==> src/rtl/apb_global_pkg.sv <==
// Shared APB constants and the completer FSM state type.
package apb_global_pkg;
   localparam int ADDRESS_WIDTH = 32;
   localparam int DATA_WIDTH    = 32;
   localparam int STRB_WIDTH    = DATA_WIDTH / 8;
   localparam int MEM_DEPTH     = 16;

   typedef enum logic {
      IDLE   = 1'b0,
      ACCESS = 1'b1
   } apb_slave_state_e;
endpackage

==> src/rtl/apb_if.sv <==
// APB4 signal bundle with initiator (master) and completer (slave) views.
interface apb_if #(
   parameter int ADDRESS_WIDTH = apb_global_pkg::ADDRESS_WIDTH,
   parameter int DATA_WIDTH    = apb_global_pkg::DATA_WIDTH
);
   logic                      psel;
   logic                      penable;
   logic [ADDRESS_WIDTH-1:0]  paddr;
   logic                      pwrite;
   logic [DATA_WIDTH/8-1:0]   pstrb;
   logic [DATA_WIDTH-1:0]     pwdata;
   logic [2:0]                pprot;
   logic                      pready;
   logic [DATA_WIDTH-1:0]     prdata;
   logic                      pslverr;

   modport master (output psel, penable, paddr, pwrite, pstrb, pwdata, pprot,
                   input  pready, prdata, pslverr);
   modport slave  (input  psel, penable, paddr, pwrite, pstrb, pwdata, pprot,
                   output pready, prdata, pslverr);
endinterface

==> src/rtl/apb_slave_regfile.sv <==
// Word array with byte-strobed synchronous write and registered read.
// rdata is zero in any cycle that follows an edge where re was low.
module apb_slave_regfile #(
   parameter int DATA_WIDTH = 32,
   parameter int MEM_DEPTH  = 16
) (
   input  logic                          clk,
   input  logic                          rst,
   input  logic                          we,
   input  logic [$clog2(MEM_DEPTH)-1:0]  waddr,
   input  logic [DATA_WIDTH/8-1:0]       wstrb,
   input  logic [DATA_WIDTH-1:0]         wdata,
   input  logic                          re,
   input  logic [$clog2(MEM_DEPTH)-1:0]  raddr,
   output logic [DATA_WIDTH-1:0]         rdata
);
   localparam int STRB_W = DATA_WIDTH / 8;

   logic [MEM_DEPTH-1:0][DATA_WIDTH-1:0] mem;

   always_ff @(posedge clk) begin
      if (rst) begin
         mem <= '0;
      end else if (we) begin
         for (int b = 0; b < STRB_W; b++)
            if (wstrb[b]) mem[waddr][8*b +: 8] <= wdata[8*b +: 8];
      end
   end

   always_ff @(posedge clk) begin
      if (rst)     rdata <= '0;
      else if (re) rdata <= mem[raddr];
      else         rdata <= '0;
   end
endmodule

==> src/rtl/apb_slave_responder.sv <==
// APB4 completer over a word register array with programmable wait states.
// Optional APB_SLAVE_PPROT_CHECK_EN: non-secure accesses to the upper half error out.
module apb_slave_responder #(
   parameter int                       ADDRESS_WIDTH = apb_global_pkg::ADDRESS_WIDTH,
   parameter int                       DATA_WIDTH    = apb_global_pkg::DATA_WIDTH,
   parameter int                       MEM_DEPTH     = apb_global_pkg::MEM_DEPTH,
   parameter logic [ADDRESS_WIDTH-1:0] BASE_ADDR     = '0
) (
   input  logic       pclk,
   input  logic       preset,
   apb_if.slave       bus,
   input  logic [3:0] wait_cycles
);
   import apb_global_pkg::*;

   localparam int STRB_W     = DATA_WIDTH / 8;
   localparam int IDX_W      = $clog2(MEM_DEPTH);
   localparam int BYTE_SHIFT = $clog2(STRB_W);

   apb_slave_state_e         state_q, state_n;
   logic [3:0]               wcnt_q, wcnt_n;
   logic                     pready_q, pready_n;
   logic                     pslverr_q, pslverr_n;
   logic [ADDRESS_WIDTH-1:0] addr_q;
   logic                     write_q;
   logic [DATA_WIDTH-1:0]    wdata_q;
   logic [STRB_W-1:0]        strb_q;
   logic [2:0]               prot_q;
   logic                     latch, set_rdy, rd_en, wr_en;

   // In IDLE the decode looks at the live bus so a zero-wait read can be served at the setup edge.
   logic [ADDRESS_WIDTH-1:0] dec_addr, dec_off;
   logic                     dec_write, dec_ok;
   logic [2:0]               dec_prot;
   logic [IDX_W-1:0]         dec_idx;
   logic                     unused_prot;

   always_comb begin
      dec_addr  = (state_q == IDLE) ? bus.paddr  : addr_q;
      dec_write = (state_q == IDLE) ? bus.pwrite : write_q;
      dec_prot  = (state_q == IDLE) ? bus.pprot  : prot_q;
      dec_off   = dec_addr - BASE_ADDR;
      dec_idx   = dec_off[BYTE_SHIFT +: IDX_W];
      dec_ok    = (dec_addr >= BASE_ADDR)
                  && (dec_off < ADDRESS_WIDTH'(MEM_DEPTH * STRB_W))
                  && ((dec_off & ADDRESS_WIDTH'(STRB_W - 1)) == '0);
`ifdef APB_SLAVE_PPROT_CHECK_EN
      if (dec_prot[1] && dec_idx[IDX_W-1]) dec_ok = 1'b0;
`endif
   end

   assign unused_prot = ^dec_prot;

   always_comb begin
      state_n   = state_q;
      wcnt_n    = wcnt_q;
      pready_n  = 1'b0;
      pslverr_n = 1'b0;
      latch     = 1'b0;
      set_rdy   = 1'b0;
      wr_en     = 1'b0;
      case (state_q)
         IDLE: begin
            if (bus.psel && !bus.penable) begin
               latch   = 1'b1;
               state_n = ACCESS;
               wcnt_n  = wait_cycles;
               set_rdy = (wait_cycles == 4'd0);
            end
         end
         ACCESS: begin
            if (!(bus.psel && bus.penable)) begin
               state_n = IDLE;
            end else if (pready_q) begin
               state_n = IDLE;
               wr_en   = write_q && dec_ok;
            end else if (wcnt_q > 4'd1) begin
               wcnt_n = wcnt_q - 4'd1;
            end else begin
               wcnt_n  = 4'd0;
               set_rdy = 1'b1;
            end
         end
         default: state_n = IDLE;
      endcase
      if (set_rdy) begin
         pready_n  = 1'b1;
         pslverr_n = !dec_ok;
      end
      rd_en = set_rdy && !dec_write && dec_ok;
   end

   always_ff @(posedge pclk) begin
      if (preset) begin
         state_q   <= IDLE;
         wcnt_q    <= '0;
         pready_q  <= 1'b0;
         pslverr_q <= 1'b0;
         addr_q    <= '0;
         write_q   <= 1'b0;
         wdata_q   <= '0;
         strb_q    <= '0;
         prot_q    <= '0;
      end else begin
         state_q   <= state_n;
         wcnt_q    <= wcnt_n;
         pready_q  <= pready_n;
         pslverr_q <= pslverr_n;
         if (latch) begin
            addr_q  <= bus.paddr;
            write_q <= bus.pwrite;
            wdata_q <= bus.pwdata;
            strb_q  <= bus.pstrb;
            prot_q  <= bus.pprot;
         end
      end
   end

   apb_slave_regfile #(.DATA_WIDTH(DATA_WIDTH), .MEM_DEPTH(MEM_DEPTH)) u_regfile (
      .clk   (pclk),
      .rst   (preset),
      .we    (wr_en),
      .waddr (dec_idx),
      .wstrb (strb_q),
      .wdata (wdata_q),
      .re    (rd_en),
      .raddr (dec_idx),
      .rdata (bus.prdata)
   );

   assign bus.pready  = pready_q;
   assign bus.pslverr = pslverr_q;
endmodule

==> src/flat_wrapper.sv <==
// flat-port wrapper written by rule: the top's interface ports become plain ports
module apb_slave_responder_flat import apb_global_pkg::*;
#(
   parameter int                       ADDRESS_WIDTH = apb_global_pkg::ADDRESS_WIDTH,
   parameter int                       DATA_WIDTH    = apb_global_pkg::DATA_WIDTH,
   parameter int                       MEM_DEPTH     = apb_global_pkg::MEM_DEPTH,
   parameter logic [ADDRESS_WIDTH-1:0] BASE_ADDR     = '0
)
  (pclk, preset, wait_cycles, bus_psel, bus_penable, bus_paddr, bus_pwrite, bus_pstrb, bus_pwdata, bus_pprot, bus_pready, bus_prdata, bus_pslverr);
  apb_if #(.ADDRESS_WIDTH(ADDRESS_WIDTH), .DATA_WIDTH(DATA_WIDTH)) bus_i ();
  input  logic pclk;
  input  logic preset;
  input  logic [3:0] wait_cycles;
  input wire logic [$bits(bus_i.psel)-1:0] bus_psel;
  input wire logic [$bits(bus_i.penable)-1:0] bus_penable;
  input wire logic [$bits(bus_i.paddr)-1:0] bus_paddr;
  input wire logic [$bits(bus_i.pwrite)-1:0] bus_pwrite;
  input wire logic [$bits(bus_i.pstrb)-1:0] bus_pstrb;
  input wire logic [$bits(bus_i.pwdata)-1:0] bus_pwdata;
  input wire logic [$bits(bus_i.pprot)-1:0] bus_pprot;
  output wire logic [$bits(bus_i.pready)-1:0] bus_pready;
  output wire logic [$bits(bus_i.prdata)-1:0] bus_prdata;
  output wire logic [$bits(bus_i.pslverr)-1:0] bus_pslverr;
  assign bus_i.psel = bus_psel;
  assign bus_i.penable = bus_penable;
  assign bus_i.paddr = bus_paddr;
  assign bus_i.pwrite = bus_pwrite;
  assign bus_i.pstrb = bus_pstrb;
  assign bus_i.pwdata = bus_pwdata;
  assign bus_i.pprot = bus_pprot;
  assign bus_pready = bus_i.pready;
  assign bus_prdata = bus_i.prdata;
  assign bus_pslverr = bus_i.pslverr;
  apb_slave_responder #(.ADDRESS_WIDTH(ADDRESS_WIDTH), .DATA_WIDTH(DATA_WIDTH), .MEM_DEPTH(MEM_DEPTH), .BASE_ADDR(BASE_ADDR)) u_core (.pclk(pclk), .preset(preset), .bus(bus_i), .wait_cycles(wait_cycles));
endmodule
==> config.mk <==
export PLATFORM = sky130hd
export DESIGN_NAME = apb_slave_responder_flat
export DESIGN_NICKNAME = d
export VERILOG_FILES = /design/src/rtl/apb_global_pkg.sv /design/src/rtl/apb_if.sv /design/src/rtl/apb_slave_regfile.sv /design/src/rtl/apb_slave_responder.sv /design/src/flat_wrapper.sv
export SDC_FILE = /design/constraint.sdc
export NUM_CORES = 1
export LEC_CHECK = 0
export BUFFER_PORTS_ARGS = -buffer_cell sky130_fd_sc_hd__buf_2
export CAP_MARGIN = 5
export CORE_AREA = 3 3 163 323
export DETAILED_ROUTE_END_ITERATION = 7
export DIE_AREA = 0 0 166 326
export PLACE_DENSITY = 0.71
export SETUP_SLACK_MARGIN = 0.2
export SLEW_MARGIN = 20
export SYNTH_ARGS = -nofsm -noshare
export SYNTH_HDL_FRONTEND = slang
export SYNTH_SLANG_ARGS = --single-unit
export TNS_END_PERCENT = 50
==> constraint.sdc <==
create_clock -name pclk -period 3.1 [get_ports pclk]
set_input_delay 0 -clock pclk [delete_from_list [all_inputs] [get_ports pclk]]
set_output_delay 0 -clock pclk [all_outputs]
set_load 0.02 [all_outputs]
Yosys cells after proc, flatten, opt, wreduce, memory -nomap -nowiden. Cells that the tools add are included.

Reduce and logical (&&, ||, !) cells: 16. Eq/ne operators: 3. Shifts and indexed selects: 0. Multipliers: 0. Mux-type cells: 45. Add/sub/neg operators: 1. Bitwise logic cells: 3. Divide/modulo/power cells: 0. $lt $le $gt $ge: 5.

Operator list (count): $mux W512 (10); $bwmux W512 (4); $demux W32 S4 (4); $bmux W32 S4 (1); $mux W32 (3); $ge A32 B1 Y1 const B (1); $logic_not A32 Y1 (1); $lt A32 B7 Y1 const B (1); $mux W24 (1); $mux W16 (1); $mux W4 (4); $mux W1 (13); $logic_and A1 B1 Y1 (8); $mux W8 (1); $pmux W4 S2 (1); $ne A2 B2 Y1 const B (3); $lt A4 B5 Y1 const B (1); $ge A4 B1 Y1 const B (1); $gt A4 B1 Y1 const B (1); $logic_not A4 Y1 (1); $pmux W1 S2 (2); $reduce_or A2 Y1 (2); $sub A4 B1 Y4 const B (1); $logic_not A1 Y1 (3); 2 further kinds (4).

Flip-flop bits (word level): 620. Memory bits (writable): 0. Output and inout port bits: 34. ROM bits: 0. Latch bits: 0. Memories kept: 0. Word-level logic and storage cells: 98. Input port bits: 80.

Longest topological paths before layout.
Word-level depth: 20. Mapped depth: 11. Gate-level depth less buffers: 7.

Cells and area by module. A second synthesis with hierarchy kept.

Cell total of the unflattened synthesis: 3327. Area total of the unflattened synthesis: 26877.0 µm².

Modules (own cells, without submodules): apb_slave_regfile (seq. area each 10890.4 µm², instances 1, cells an instance 2942, area an instance 23870.4 µm²); apb_slave_responder (seq. area each 1521.5 µm², instances 1, cells an instance 385, area an instance 3006.6 µm²).

Least setup slack after synthesis. OpenSTA, ideal clock, no wires.

Path kind: register to register. From: register u_core.state_q. To: register u_core.u_regfile.mem[152] in the netlist's numbering. Setup time: 0.132 ns. Arrival time: 2.269 ns. Cell stages (with the launch flop): 9. Slack: 0.699 ns. Clock period less this slack: 2.401 ns. Buffers on the path: 3. Data required time: 2.968 ns. Path through: dfxtp_1 > buf_4 > or4b_4 > o22ai_4 > a21bo_1 > buf_6 > or4_1 > buf_4 > mux2i_1.

Cells in the longest elaborated chain, start to end: 16. Elaborated cells between the ends (all ways): 32. Those cells by class: order compare (4); mux (23); reduce/logical (5).

RTL lines: start: declaration (RTL line apb_slave_responder.sv:20) `apb_slave_state_e state_q, state_n;`; start signal: assignment (RTL line apb_slave_responder.sv:105) `state_q <= state_n;`; $mux W32 (RTL line apb_slave_responder.sv:39) `dec_addr = (state_q == IDLE) ? bus.paddr : addr_q;`; $demux W32 S4 (RTL line apb_slave_regfile.sv:26) `if (wstrb[b]) mem[waddr][8*b +: 8] <= wdata[8*b +: 8];`; $bwmux W512 (RTL line apb_slave_regfile.sv:26); $mux W512 (RTL line apb_slave_regfile.sv:26); $mux W512 (RTL line apb_slave_regfile.sv:24) `end else if (we) begin`; $mux W512 (RTL line apb_slave_regfile.sv:22) `if (rst) begin`; $bwmux W512 (RTL line apb_slave_regfile.sv:26); $mux W512 (RTL line apb_slave_regfile.sv:26); $mux W512 (RTL line apb_slave_regfile.sv:24); $mux W512 (RTL line apb_slave_regfile.sv:22); $bwmux W512 (RTL line apb_slave_regfile.sv:26); $mux W512 (RTL line apb_slave_regfile.sv:26); $mux W512 (RTL line apb_slave_regfile.sv:24); $mux W512 (RTL line apb_slave_regfile.sv:22); $bwmux W512 (RTL line apb_slave_regfile.sv:26); $mux W512 (RTL line apb_slave_regfile.sv:26); end signal: indexed assignment (RTL line apb_slave_regfile.sv:26); end: declaration (RTL line apb_slave_regfile.sv:19) `logic [MEM_DEPTH-1:0][DATA_WIDTH-1:0] mem;`.

Parallel ways exist; a longest one is shown, timed or not. The select of a mux whose other input is x is not followed. A chain may end at the register's enable or synchronous reset.

Worst setup path after layout.
From: register u_core.state_q. To: register u_core.u_regfile.mem[209] in the netlist's numbering.

Same word-level chain as after synthesis.

==> flow_results.xml <==
<?xml version="1.0" encoding="UTF-8"?>
<metrics>
  <group name="run_status">
    <metric name="outcome" unit="">finished, final reports clean</metric>
  </group>
  <group name="clocking">
    <metric name="clock_pin_slew_of_the_registers_on_the_worst_case_setup_and_hold_paths" unit="ns">0.07</metric>
    <metric name="clock_sinks" unit="">620</metric>
    <metric name="clk-insertion-delay-late" unit="ns">0.60</metric>
    <metric name="cts_buffers" unit="">54</metric>
    <metric name="clock_tree.htree_level_count" unit="">2</metric>
    <metric name="clock_tree.root_cell" unit="">clkbuf_16</metric>
    <metric name="cts_tree" unit="">yes</metric>
    <metric name="cts.path.max_buffers" unit="">3</metric>
  </group>
  <group name="yosys">
    <metric name="synth_enable_flop_cells" unit="">0</metric>
    <metric name="postSynthCellCount" unit="">2771</metric>
    <metric name="post-synth-top-area-cell" unit="">dfxtp_1</metric>
    <metric name="synth-seq-cells" unit="">620</metric>
    <metric name="syn_area" unit="sq um">27600</metric>
    <metric name="synthesis.yosys.warnings" unit="">0</metric>
    <metric name="synthMostInstantiatedCell" unit="">dfxtp_1</metric>
    <metric name="ys_async_sr_fraction" unit="%">0</metric>
    <metric name="synth_cell_type_count" unit="">57</metric>
    <metric name="mappedNetlistNets" unit="">2853</metric>
    <metric name="synth.top_cells.by_area" unit="">dfxtp_1 (45%), mux2i_1 (19%), nand2b_1 (12%), a22o_1 (6.1%), clkbuf_1 (3.0%)</metric>
    <metric name="yosysSeqAreaShare" unit="%">45.0</metric>
    <metric name="proportion_of_netlist_area_held_by_the_largest_area_contributor" unit="%">45.0</metric>
    <metric name="synth_top_cells_by_count" unit="">dfxtp_1 (620), nand2b_1 (547), mux2i_1 (512)</metric>
    <metric name="synth.avg_cell_area" unit="sq um">9.95</metric>
    <metric name="dominant_register_cell_in_the_synthesized_netlist" unit="">dfxtp_1</metric>
  </group>
  <group name="die">
    <metric name="core" unit="sq um">50400</metric>
    <metric name="io-pin-count" unit="">114</metric>
    <metric name="initial_core_util" unit="%">54.7</metric>
    <metric name="fp.dieArea" unit="sq um">54100</metric>
    <metric name="floorplan.rows" unit="">116</metric>
    <metric name="chipHeight" unit="um">326</metric>
    <metric name="die-width" unit="um">166</metric>
  </group>
  <group name="detailed_routing">
    <metric name="route.detailed.wl_per_inst" unit="um">20.9</metric>
    <metric name="routed_wl" unit="um">74700</metric>
    <metric name="drt_iter0_markers" unit="">1542</metric>
    <metric name="detail_route.vias_per_cell" unit="">5.95</metric>
    <metric name="dr.pass1.iters" unit="">6</metric>
    <metric name="final_antenna_net_count" unit="">0</metric>
    <metric name="vias" unit="">21200</metric>
    <metric name="remaining_drc_errors" unit="">0</metric>
  </group>
  <group name="critical_path">
    <metric name="critical_path.reg2reg.endpoint" unit="">u_core.u_regfile.mem[209]</metric>
    <metric name="reg2reg_slack" unit="ns">0.21</metric>
    <metric name="critical_path_peak_fanout" unit="">12</metric>
    <metric name="critical_path_required" unit="ns">3.54</metric>
    <metric name="criticalPathCategory" unit="">reg -&gt; reg</metric>
    <metric name="worstPathArrival" unit="ns">3.33</metric>
    <metric name="end_kind" unit="">register</metric>
    <metric name="endpoint" unit="">u_core.u_regfile.mem[209]</metric>
    <metric name="length_in_cells_of_the_worst_reg_to_reg_path" unit="">7</metric>
    <metric name="critPathLaunch" unit="">u_core.state_q</metric>
    <metric name="worstSetupStartpointType" unit="">register</metric>
    <metric name="worst_flop_to_flop_path_startpoint" unit="">u_core.state_q</metric>
  </group>
  <group name="global_routing">
    <metric name="grt_max_degree" unit="">148</metric>
    <metric name="vias_in_the_first_global_route" unit="">22000</metric>
    <metric name="grt_ovf" unit="">0</metric>
    <metric name="grt_pass1_wl" unit="um">119000</metric>
    <metric name="globalRouteTotalUtil" unit="%">26.7</metric>
    <metric name="antenna_found_initial" unit="">0</metric>
  </group>
  <group name="layout">
    <metric name="multi_input_area" unit="sq um">14100</metric>
    <metric name="n_antenna_cell" unit="">0</metric>
    <metric name="final.fill_count" unit="">3975</metric>
    <metric name="fin_nets" unit="">2956</metric>
    <metric name="drive_above_1_share" unit="%">12.2</metric>
    <metric name="area_growth_syn_to_layout" unit="%">15.5</metric>
    <metric name="seq_area" unit="sq um">12400</metric>
  </group>
  <group name="pwr">
    <metric name="p_clk_share" unit="%">44.6</metric>
    <metric name="power-per-cell-area" unit="nW/um^2">512</metric>
    <metric name="power_leakage" unit="nW">14.2</metric>
    <metric name="power.share.switching" unit="%">22.6</metric>
    <metric name="total_power_consumption" unit="W">0.0163</metric>
    <metric name="seq_power_share" unit="%">49.4</metric>
    <metric name="p_int" unit="W">0.0126</metric>
    <metric name="p_sw" unit="W">0.00368</metric>
    <metric name="ir_drop" unit="mV">0.503</metric>
    <metric name="comb_power_share" unit="%">6.0</metric>
  </group>
  <group name="sta">
    <metric name="layout_min_cycle_time" unit="ns">2.89</metric>
    <metric name="worst_slack" unit="ns">0.213</metric>
    <metric name="slew_at_the_pin_closest_to_its_max_slew_limit" unit="ns">0.919</metric>
    <metric name="setup_total_neg_slack" unit="ns">0</metric>
    <metric name="hold_fails_final_rpt" unit="">0</metric>
    <metric name="unrepaired_setup_endpoints_after_global_routing" unit="">yes</metric>
    <metric name="clock_skew" unit="ns">0.0109</metric>
    <metric name="slew-limit-headroom" unit="%">38.3</metric>
    <metric name="post-route-period-util" unit="%">93.1</metric>
    <metric name="fmax" unit="MHz">346</metric>
    <metric name="report.final.setup_viol" unit="">0</metric>
    <metric name="slew_viol_final" unit="">0</metric>
    <metric name="finalHoldWorstSlack" unit="ns">0.191</metric>
  </group>
  <group name="worst_hold_path">
    <metric name="min-delay-path-class" unit="">in -&gt; reg</metric>
  </group>
  <group name="placement">
    <metric name="gpl.final_weighted_congestion" unit="">0.844</metric>
    <metric name="dp_hpwl" unit="um">48100</metric>
    <metric name="place_worst_setup_slack" unit="ns">0.247</metric>
    <metric name="place.port_buffers" unit="">110</metric>
  </group>
  <group name="flow_run">
    <metric name="maxCapViolations" unit="">0</metric>
  </group>
</metrics>
## logic make-up after synthesis
| logic type | count (synthesis) | synth area share [%] |
|---|---|---|
| AND/OR/NAND/NOR | 843 | 18.6 |
| flip-flops | 620 | 45.0 |
| AO/OA/AOI/OAI | 517 | 13.6 |
| multiplexers | 512 | 18.6 |
| buffers and inverters | 277 | 4.05 |
| adder cells (fa/ha/maj) | 2 | 0.0908 |
## worst max-delay path, cell delays in order, from the launching register on
cell and delay [ns]:
dfxtp_1 0.44, buf_4 0.23, nor4b_1 0.26, and3_1 0.36
o211ai_1 0.37, or4_1 0.68, buf_4 0.23, mux2i_1 0.14
## power groups by stage
stage	sequential, W	combinational [W]	clock [W]
2_1_floorplan	0.00821	0.000527	0
3_3_place_gp	0.00822	0.000831	0
3_5_place_dp	0.00823	0.000851	0
4_1_cts	0.00804	0.000954	0.00737
5_1_grt	0.00805	0.00104	0.00766
6_report	0.00805	0.000981	0.00726
## registers in the layout (all words and copies together), names as in the netlist
signal	flops
u_core.state_q	1
u_core.u_regfile.rdata	32
u_core.wcnt_q	4
u_core.u_regfile.mem	512
u_core.bus.pready	1
u_core.addr_q	32
u_core.strb_q	4
u_core.write_q	1
u_core.wdata_q	32
u_core.bus.pslverr	1
## repair_timing
action	4_1_cts	5_1_grt
hold buffers	113	0
setup buffers	0	2
endpoints found under the setup margin	0	160
endpoints found under the hold margin	76	0
resized for setup	0	4
## cell usage in the layout (no fill, tap or decap), types with 18 or more instances in the layout
master	n
clkbuf_16	57
a22oi_1	66
buf_2	109
nand2b_1	547
a22o_1	192
dfxtp_1	620
mux2i_1	512
nand4_2	18
dlygate4sd3_1	113
nand2_1	159
a21oi_1	73
o21ai_0	100
a21o_1	32
a41oi_1	32
or4_1	24
buf_4	84
## metal layers
layer  part of all wire (%)  wire length [um]  vias to the layer above  track usage [%]
met1                     40             29500                    10500             31.9
li1                       -                 -                     9905                -
met3                    4.8              3610                      172             3.04
met4                    3.5              2590                        0             9.86
met5                      0                 0                        -                0
met2                     52             39000                      648             48.8
## metrics by stage
step	cells	instance area, sq um	util, %
after floorplan	2771	27600	-
after CTS	3567	31800	63.2
after global routing	3569	31800	63.2
after global placement	3352	28800	57.1
after detailed placement	3352	28800	57.1
final	3569	31800	63.2
## worst min-delay path by stage
stage	depth (start not counted)	endpoint	start	slack, ns
floorplan	2	u_core.addr_q[17]	bus_paddr[17]	0.14
CTS	4	u_core.wdata_q[12]	bus_pwdata[12]	0.15
global route	4	u_core.wdata_q[22]	bus_pwdata[22]	0.20
global placement	3	u_core.wdata_q[26]	bus_pwdata[26]	0.25
finish	4	u_core.wdata_q[29]	bus_pwdata[29]	0.19
detailed placement	3	u_core.wdata_q[27]	bus_pwdata[27]	0.25
## area by class of cell
| class | instances | share of cell area [%] |
|---|---|---|
| Clock inverter | 18 | 0.754 |
| Tap cell | 649 | 2.55 |
| Clock buffer | 84 | 5.27 |
| Sequential cell | 620 | 39.0 |
| Timing Repair Buffer | 320 | 8.08 |
| Multi-Input combinational cell | 1874 | 44.3 |
| Inverter | 4 | 0.0472 |
(Power assumes the default switching activity.)
